--- config.mk ---
export PLATFORM = sky130hd
export DESIGN_NAME = simple_gan_generator
export DESIGN_NICKNAME = d
export VERILOG_FILES = /design/src/rtl/simple_gan_generator.sv
export SDC_FILE = /design/constraint.sdc
export NUM_CORES = 1
export LEC_CHECK = 0
export CAP_MARGIN = 0
export CORE_UTILIZATION = 52
export CTS_BUF_LIST = sky130_fd_sc_hd__clkbuf_16
export CTS_CLUSTER_DIAMETER = 50
export DETAILED_ROUTE_END_ITERATION = 16
export GPL_TIMING_DRIVEN = 0
export HOLD_SLACK_MARGIN = 0.1
export PLACE_DENSITY = 0.77
export RECOVER_POWER = 100
export SYNTH_ARGS = -nofsm -noshare
export SYNTH_HDL_FRONTEND = slang
export SYNTH_HIERARCHICAL = 1
export SYNTH_SLANG_ARGS = --single-unit
export TNS_END_PERCENT = 50
--- constraint.sdc ---
create_clock -name clk -period 8.9 [get_ports clk]
set_input_delay 1.78 -clock clk [delete_from_list [all_inputs] [get_ports clk]]
set_output_delay 1.78 -clock clk [all_outputs]
set_load 0.01 [all_outputs]
--- src/rtl/simple_gan_generator.sv ---
// simple_gan_generator: two-layer FC generator (ReLU hidden, PWL tanh output) sharing one MAC.
// Weights/biases arrive from external ROMs one cycle after their address.
module simple_gan_tanh #(
    parameter int DATA_WIDTH = 16
) (
    input  logic                         clk,
    input  logic                         rst_n,
    input  logic signed [DATA_WIDTH-1:0] x,
    input  logic                         valid_in,
    output logic signed [DATA_WIDTH-1:0] y,
    output logic                         valid_out
);
    localparam int AW = DATA_WIDTH + 1;
    logic [AW-1:0]         mag_x;
    logic [DATA_WIDTH-1:0] mag_y;
    always_comb begin
        // one extra bit so that |-32768| is representable
        mag_x = x[DATA_WIDTH-1] ? AW'(-AW'(x)) : AW'(x);
        mag_y = mag_x < AW'(128) ? mag_x[DATA_WIDTH-1:0]
              : mag_x < AW'(384) ? DATA_WIDTH'(mag_x >> 1) + DATA_WIDTH'(64)
              : DATA_WIDTH'(255);
    end
    always_ff @(posedge clk or negedge rst_n) begin
        if (!rst_n) begin
            y         <= '0;
            valid_out <= 1'b0;
        end else begin
            valid_out <= valid_in;
            if (valid_in) y <= x[DATA_WIDTH-1] ? -mag_y : mag_y;
        end
    end
endmodule

module simple_gan_generator #(
    parameter int LATENT_DIM   = 2,
    parameter int HIDDEN_SIZE  = 3,
    parameter int OUTPUT_SIZE  = 9,
    parameter int DATA_WIDTH   = 16,
    parameter int WEIGHT_WIDTH = 8
) (
    input  logic                           clk,
    input  logic                           rst_n,
    input  logic signed [DATA_WIDTH-1:0]   latent_in [0:LATENT_DIM-1],
    input  logic                           valid_in,
    output logic signed [DATA_WIDTH-1:0]   gen_out [0:OUTPUT_SIZE-1],
    output logic                           valid_out,
    output logic                           done,
    output logic [3:0]                     w1_addr,
    input  logic signed [WEIGHT_WIDTH-1:0] w1_data,
    output logic [1:0]                     b1_addr,
    input  logic signed [DATA_WIDTH-1:0]   b1_data,
    output logic [4:0]                     w2_addr,
    input  logic signed [WEIGHT_WIDTH-1:0] w2_data,
    output logic [3:0]                     b2_addr,
    input  logic signed [DATA_WIDTH-1:0]   b2_data
);
    localparam int IW   = $clog2(LATENT_DIM + HIDDEN_SIZE + 1);
    localparam int OW   = $clog2(HIDDEN_SIZE + OUTPUT_SIZE + 1);
    localparam int MAXV = (1 << (DATA_WIDTH - 1)) - 1;
    localparam int MINV = -(1 << (DATA_WIDTH - 1));

    typedef enum logic [2:0] {IDLE, L1_MAC, L1_FIN, L2_MAC, L2_FIN, L2_TANH, DONE} state_t;
    state_t state, state_nx;

    logic [IW-1:0]                 in_idx, sel;
    logic [OW-1:0]                 out_idx;
    logic signed [31:0]            acc, prod, sum, shifted;
    logic signed [DATA_WIDTH-1:0]  latent_reg [0:LATENT_DIM-1];
    logic signed [DATA_WIDTH-1:0]  hidden [0:HIDDEN_SIZE-1];
    logic signed [DATA_WIDTH-1:0]  output_reg [0:OUTPUT_SIZE-1];
    logic signed [DATA_WIDTH-1:0]  a_op, bias, sat_val, tanh_in, tanh_y;
    logic signed [WEIGHT_WIDTH-1:0] w_op;
    logic                          is_l1, is_l2, fin, in_last, out_last, tanh_go, tanh_valid;
    logic [3:0]                    w1_hold, b2_hold;
    logic [1:0]                    b1_hold;
    logic [4:0]                    w2_hold;

    assign is_l1    = state == L1_MAC || state == L1_FIN;
    assign is_l2    = state == L2_MAC || state == L2_FIN || state == L2_TANH;
    assign fin      = state == L1_FIN || state == L2_FIN;
    assign in_last  = in_idx == (is_l1 ? IW'(LATENT_DIM - 1) : IW'(HIDDEN_SIZE - 1));
    assign out_last = out_idx == (is_l1 ? OW'(HIDDEN_SIZE - 1) : OW'(OUTPUT_SIZE - 1));
    // ROM data lags the address by a cycle, so the MAC works on the previous index
    assign sel      = fin ? (is_l1 ? IW'(LATENT_DIM - 1) : IW'(HIDDEN_SIZE - 1)) : in_idx - IW'(1);

    assign w1_addr = is_l1 ? 4'(32'(out_idx) * LATENT_DIM + 32'(in_idx)) : w1_hold;
    assign b1_addr = is_l1 ? 2'(out_idx) : b1_hold;
    assign w2_addr = is_l2 ? 5'(32'(out_idx) * HIDDEN_SIZE + 32'(in_idx)) : w2_hold;
    assign b2_addr = is_l2 ? 4'(out_idx) : b2_hold;

    assign gen_out   = output_reg;
    assign valid_out = state == DONE;
    assign done      = state == DONE;

    always_comb begin
        a_op = '0;
        for (int i = 0; i < LATENT_DIM; i++) if (is_l1 && 32'(sel) == i) a_op = latent_reg[i];
        for (int i = 0; i < HIDDEN_SIZE; i++) if (!is_l1 && 32'(sel) == i) a_op = hidden[i];
        w_op    = is_l1 ? w1_data : w2_data;
        bias    = is_l1 ? b1_data : b2_data;
        prod    = 32'(a_op) * 32'(w_op);
        sum     = acc + prod + (32'(bias) <<< 7);
        shifted = sum >>> 7;
        sat_val = shifted > MAXV ? DATA_WIDTH'(MAXV)
                : shifted < MINV ? DATA_WIDTH'(MINV) : shifted[DATA_WIDTH-1:0];
    end

    always_comb begin
        state_nx = state;
        case (state)
            IDLE:    if (valid_in) state_nx = L1_MAC;
            L1_MAC:  if (in_last) state_nx = L1_FIN;
            L1_FIN:  state_nx = out_last ? L2_MAC : L1_MAC;
            L2_MAC:  if (in_last) state_nx = L2_FIN;
            L2_FIN:  state_nx = L2_TANH;
            L2_TANH: if (tanh_valid) state_nx = out_last ? DONE : L2_MAC;
            default: state_nx = IDLE;
        endcase
    end

    always_ff @(posedge clk or negedge rst_n) begin
        if (!rst_n) state <= IDLE;
        else state <= state_nx;
    end

    always_ff @(posedge clk or negedge rst_n) begin
        if (!rst_n) begin
            in_idx  <= '0;
            out_idx <= '0;
            acc     <= '0;
            tanh_in <= '0;
            tanh_go <= 1'b0;
            w1_hold <= '0;
            b1_hold <= '0;
            w2_hold <= '0;
            b2_hold <= '0;
            for (int i = 0; i < LATENT_DIM; i++) latent_reg[i] <= '0;
            for (int i = 0; i < HIDDEN_SIZE; i++) hidden[i] <= '0;
            for (int i = 0; i < OUTPUT_SIZE; i++) output_reg[i] <= '0;
        end else begin
            tanh_go <= 1'b0;
            if (is_l1) begin
                w1_hold <= w1_addr;
                b1_hold <= b1_addr;
            end
            if (is_l2) begin
                w2_hold <= w2_addr;
                b2_hold <= b2_addr;
            end
            case (state)
                IDLE: if (valid_in) begin
                    for (int i = 0; i < LATENT_DIM; i++) latent_reg[i] <= latent_in[i];
                    in_idx  <= '0;
                    out_idx <= '0;
                    acc     <= '0;
                end
                L1_MAC, L2_MAC: begin
                    if (in_idx != '0) acc <= acc + prod;
                    in_idx <= in_last ? '0 : in_idx + IW'(1);
                end
                L1_FIN: begin
                    for (int i = 0; i < HIDDEN_SIZE; i++)
                        if (32'(out_idx) == i) hidden[i] <= sat_val[DATA_WIDTH-1] ? '0 : sat_val;
                    acc     <= '0;
                    out_idx <= out_last ? '0 : out_idx + OW'(1);
                end
                L2_FIN: begin
                    tanh_in <= sat_val;
                    tanh_go <= 1'b1;
                    acc     <= '0;
                end
                L2_TANH: if (tanh_valid) begin
                    for (int i = 0; i < OUTPUT_SIZE; i++)
                        if (32'(out_idx) == i) output_reg[i] <= tanh_y;
                    out_idx <= out_idx + OW'(1);
                end
                default: ;
            endcase
        end
    end

    simple_gan_tanh #(.DATA_WIDTH(DATA_WIDTH)) u_tanh (
        .clk       (clk),
        .rst_n     (rst_n),
        .x         (tanh_in),
        .valid_in  (tanh_go),
        .y         (tanh_y),
        .valid_out (tanh_valid)
    );
endmodule

==> impl_metrics.yaml <==
floorplan:
  io_pins: 244
  start_util: 0.526
  fp.coreArea_um2: 41900
  die_w_um: 208
  fp-row-count: 75
  design.die.area_um2: 43300
  die_y_um: 208
synthesis:
  yosys-top-cells-area: "dfrtp_1 (35%), fa_1 (15%), mux2_2 (12%)"
  ys_types: 99
  netlist_area_um2: 22100
  syn_avg_cell_area_um2: 10.7
  synthMuxAreaShare: 0.124
  synth_simple_gate_area_frac: 0.113
  synth_compound_area_frac: 0.122
  synth-main-ff-cell: "dfrtp_1"
  synth_edf_count: 0
  yosys.area_share.adder: 0.216
  syn_inst: 2070
  syn_nets: 2436
  synth_top_area_share: 0.354
  ys_ff_latch: 312
  synth_top_family_by_area: "adder cells"
  synth-xor-area-share: 0.0241
  synth_area_leader_cell: "dfrtp_1"
  synth-seq-area-share: 0.354
  async_reset_ff_frac: 1.00
  yosys_warnings: 6
timing:
  fmax_ghz: 0.107
  post-route-min-period_ps: 9350
  rsz0062_at_grt: "yes"
  post-route-period-util: 1.05
  hold_viol_final: 0
  finalClockSkew_ps: 35.5
  timing.hold.ws_ps: 382
  relSlewSlack: -1.49
  worst_pin_slew_ps: 3730
  setup_viol: 61
  drv_slew: 154
  final.setup.worst_slack_ps: -446
detailed_routing:
  drt_iter0_drc: 1381
  viasPerCell: 5.93
  vias: 18300
  totalWireLength_um: 68100
  drc: 0
  first_pass_iters: 5
  detail-route-antenna-nets: 0
  wl_per_cell_um: 22.1
placed_design:
  dpl.hpwl_um: 47900
  dpl_cell_area_um2: 25500
  port_buffers: 243
  gp_congestion: 0.931
  pre_cts_ws_ps: -2080
critical_path:
  path_max_fanout: 10
  crit_top_cell: "fa_1"
  cpPeakStageDelay_ps: 520
  crit_arrival_ps: 9790
  critPathLaunch: "w2_data[1]"
  regToRegSetupSlack_ps: -430
  worstSetupPathType: "primary input to register"
  cp_slowest_cell: "or4_4"
  start_kind: "primary input"
  cp_top_family: "adder cells"
  cp_num_buf_inv: 6
  worst-path-stages: 30
  end_kind: "register"
  worstPathRequired_ps: 9350
  reg2regPathDepth: 36
  rr_startpoint: "in_idx[1]$_DFFE_PN0P_"
  cp-endpoint: "hidden[18]$_DFFE_PN0P_"
  worstReg2RegEnd: "hidden[18]$_DFFE_PN0P_"
power:
  p_int_uw: 3710
  pwr-share-comb: 0.321
  powerDensity_nw_per_um2: 187
  ir_drop_mv: 0.133
  p_leak_uw: 0.0137
  pwr-share-clk: 0.300
  p_sw_uw: 1920
  seq_power_share: 0.379
  switching_share: 0.341
  finalPower_uw: 5620
clock_network:
  clock_path_buffers: 3
  hold_buffers: 0
  cts_root_buffer: "clkbuf_16"
  cts_buffers: 41
  htree_levels: 2
  path_clk_slew_ps: 60
  clock-sinks: 312
  cts_tree: "built"
  clk_latency_ps: 570
global_route:
  grt_max_degree: 92
  grt_pass1_vias: 18500
  grt_remaining_overflow: 0
  gr-usage-all-layers: 0.305
  grt_pass1_wl_um: 103000
  grt_antenna_before_repair: 1
finish:
  fill_cells: 2710
  final_cell_area_um2: 30000
  layout.nets: 2879
  seq_area_um2: 7810
  areaGrowthSynthToFinish_pct: 36.0
  largest_reg_flops: 144
  post-route-util: 0.716
  multi_input_area_um2: 15100
  drive_gt1_frac: 0.325
status:
  violations: "max-capacitance violations, max-slew violations, negative setup slack"
  status: "finished, violations left"
flow_run:
  max_cap_viol_count: 2
min_path:
  hold_path.class: "register to register"
[synthesized netlist by cell type, drive strengths merged, types with 8 or more instances]
library cell	instances
clkbuf	62
nand3	24
a22o	29
buf	20
a211oi	11
nor2	146
a2111oi	8
o211ai	11
and3	9
nor3	15
xnor2	41
inv	176
or2	12
ha	118
and2	20
a21oi	96
xor2	18
nand2	204
nor2b	24
dfrtp	312
o21ai	89
nand4	16
nand2b	16
mux2	232
a21o	18
fa	165
o21a	25
a22oi	24
mux2i	12
nor4	9
[cell families (layout without fill, tap and decap cells)]
group / Yosys count / after routing
other: 0 / 1
multiplexers: 244 / 244
buffers and inverters: 260 / 735
flip-flops: 312 / 312
AO/OA/AOI/OAI: 386 / 386
XOR/XNOR: 59 / 59
AND/OR/NAND/NOR: 526 / 526
adder cells (fa/ha/maj): 283 / 283
[worst reg2reg max path, delay by kind of cell (launching register included)]
family | cells | cell delay, ps
buf+inv | 7 | 880
xor+xnor | 2 | 380
fa+ha+maj | 8 | 3140
simple gates | 8 | 1640
mux | 2 | 640
flops | 1 | 400
compound gates | 9 | 2120
[how the worst min path moves through the flow]
stage,from,endpoint,cells after the start
2_1_floorplan,tanh_go$_DFF_PN0_,u_tanh/valid_out$_DFF_PN0_,0
3_3_place_gp,tanh_go$_DFF_PN0_,u_tanh/valid_out$_DFF_PN0_,0
3_5_place_dp,tanh_go$_DFF_PN0_,u_tanh/valid_out$_DFF_PN0_,0
4_1_cts,tanh_go$_DFF_PN0_,u_tanh/valid_out$_DFF_PN0_,0
5_1_grt,tanh_go$_DFF_PN0_,u_tanh/valid_out$_DFF_PN0_,0
6_report,tanh_go$_DFF_PN0_,u_tanh/valid_out$_DFF_PN0_,0
[layout make-up]
type                       instances  share of cell area
multi-input combinational       1498               0.501
sequential                       312               0.260
timing repair buffer             407               0.128
clock buffer                      42              0.0350
inverter                         178              0.0231
tap                              539              0.0225
buffer                            75              0.0176
clock inverter                    33              0.0118
antenna                            1           0.0000833
[stage by stage]
stage	cells	setup TNS, ps
after floorplan	2070	0
after global placement	2852	-2273690
after detailed placement	2855	-119530
after CTS	3039	-1480
after global routing	3085	-30630
final	3085	-19370
[power groups by stage]
stage / clock [uW] / sequential, uW / combinational, uW
6_report: 1690 / 2130 / 1800
5_1_grt: 1760 / 2180 / 1930
4_1_cts: 1700 / 2110 / 1740
3_5_place_dp: 0 / 2120 / 1660
3_3_place_gp: 0 / 2100 / 1610
2_1_floorplan: 0 / 2090 / 915
[routing by layer]
| metal | vias up | part of all wire | global-route usage |
|---|---|---|---|
| met5 | - | 0 | 0 |
| li1 | 8039 | - | - |
| met1 | 9279 | 0.39 | 0.392 |
| met3 | 201 | 0.068 | 0.0580 |
| met2 | 776 | 0.49 | 0.507 |
| met4 | 0 | 0.048 | 0.127 |
[what timing repair did]
| action | CTS | global route |
|---|---|---|
| endpoints found under the setup margin | 61 | 61 |
| gates cloned | 3 | 1 |
| buffers inserted | 115 | 44 |
| pin swaps | 100 | 71 |
| gates resized for setup | 292 | 152 |
[placed cells by master (no fill, tap or decap), types with 19 or more instances in the layout]
cell             netlist  layout
a21oi_1               91      48
a21oi_2                4      34
a22o_1                29      29
buf_4                  1     136
buf_6                  5      26
clkbuf_1              61      40
clkbuf_16              0      43
clkdlybuf4s50_1        0     228
dfrtp_1              312     308
fa_1                 165     158
ha_1                 118      68
ha_4                   0      42
inv_1                176     168
mux2_2               231     229
nand2_1              204     183
nand2_2                0      19
nand3_1               24      20
nor2_1               144     114
nor2_2                 2      31
nor2b_1               24      20
o21ai_0               63      46
o21ai_1               22      27
xnor2_1               40      30
(Power assumes the default switching activity.)
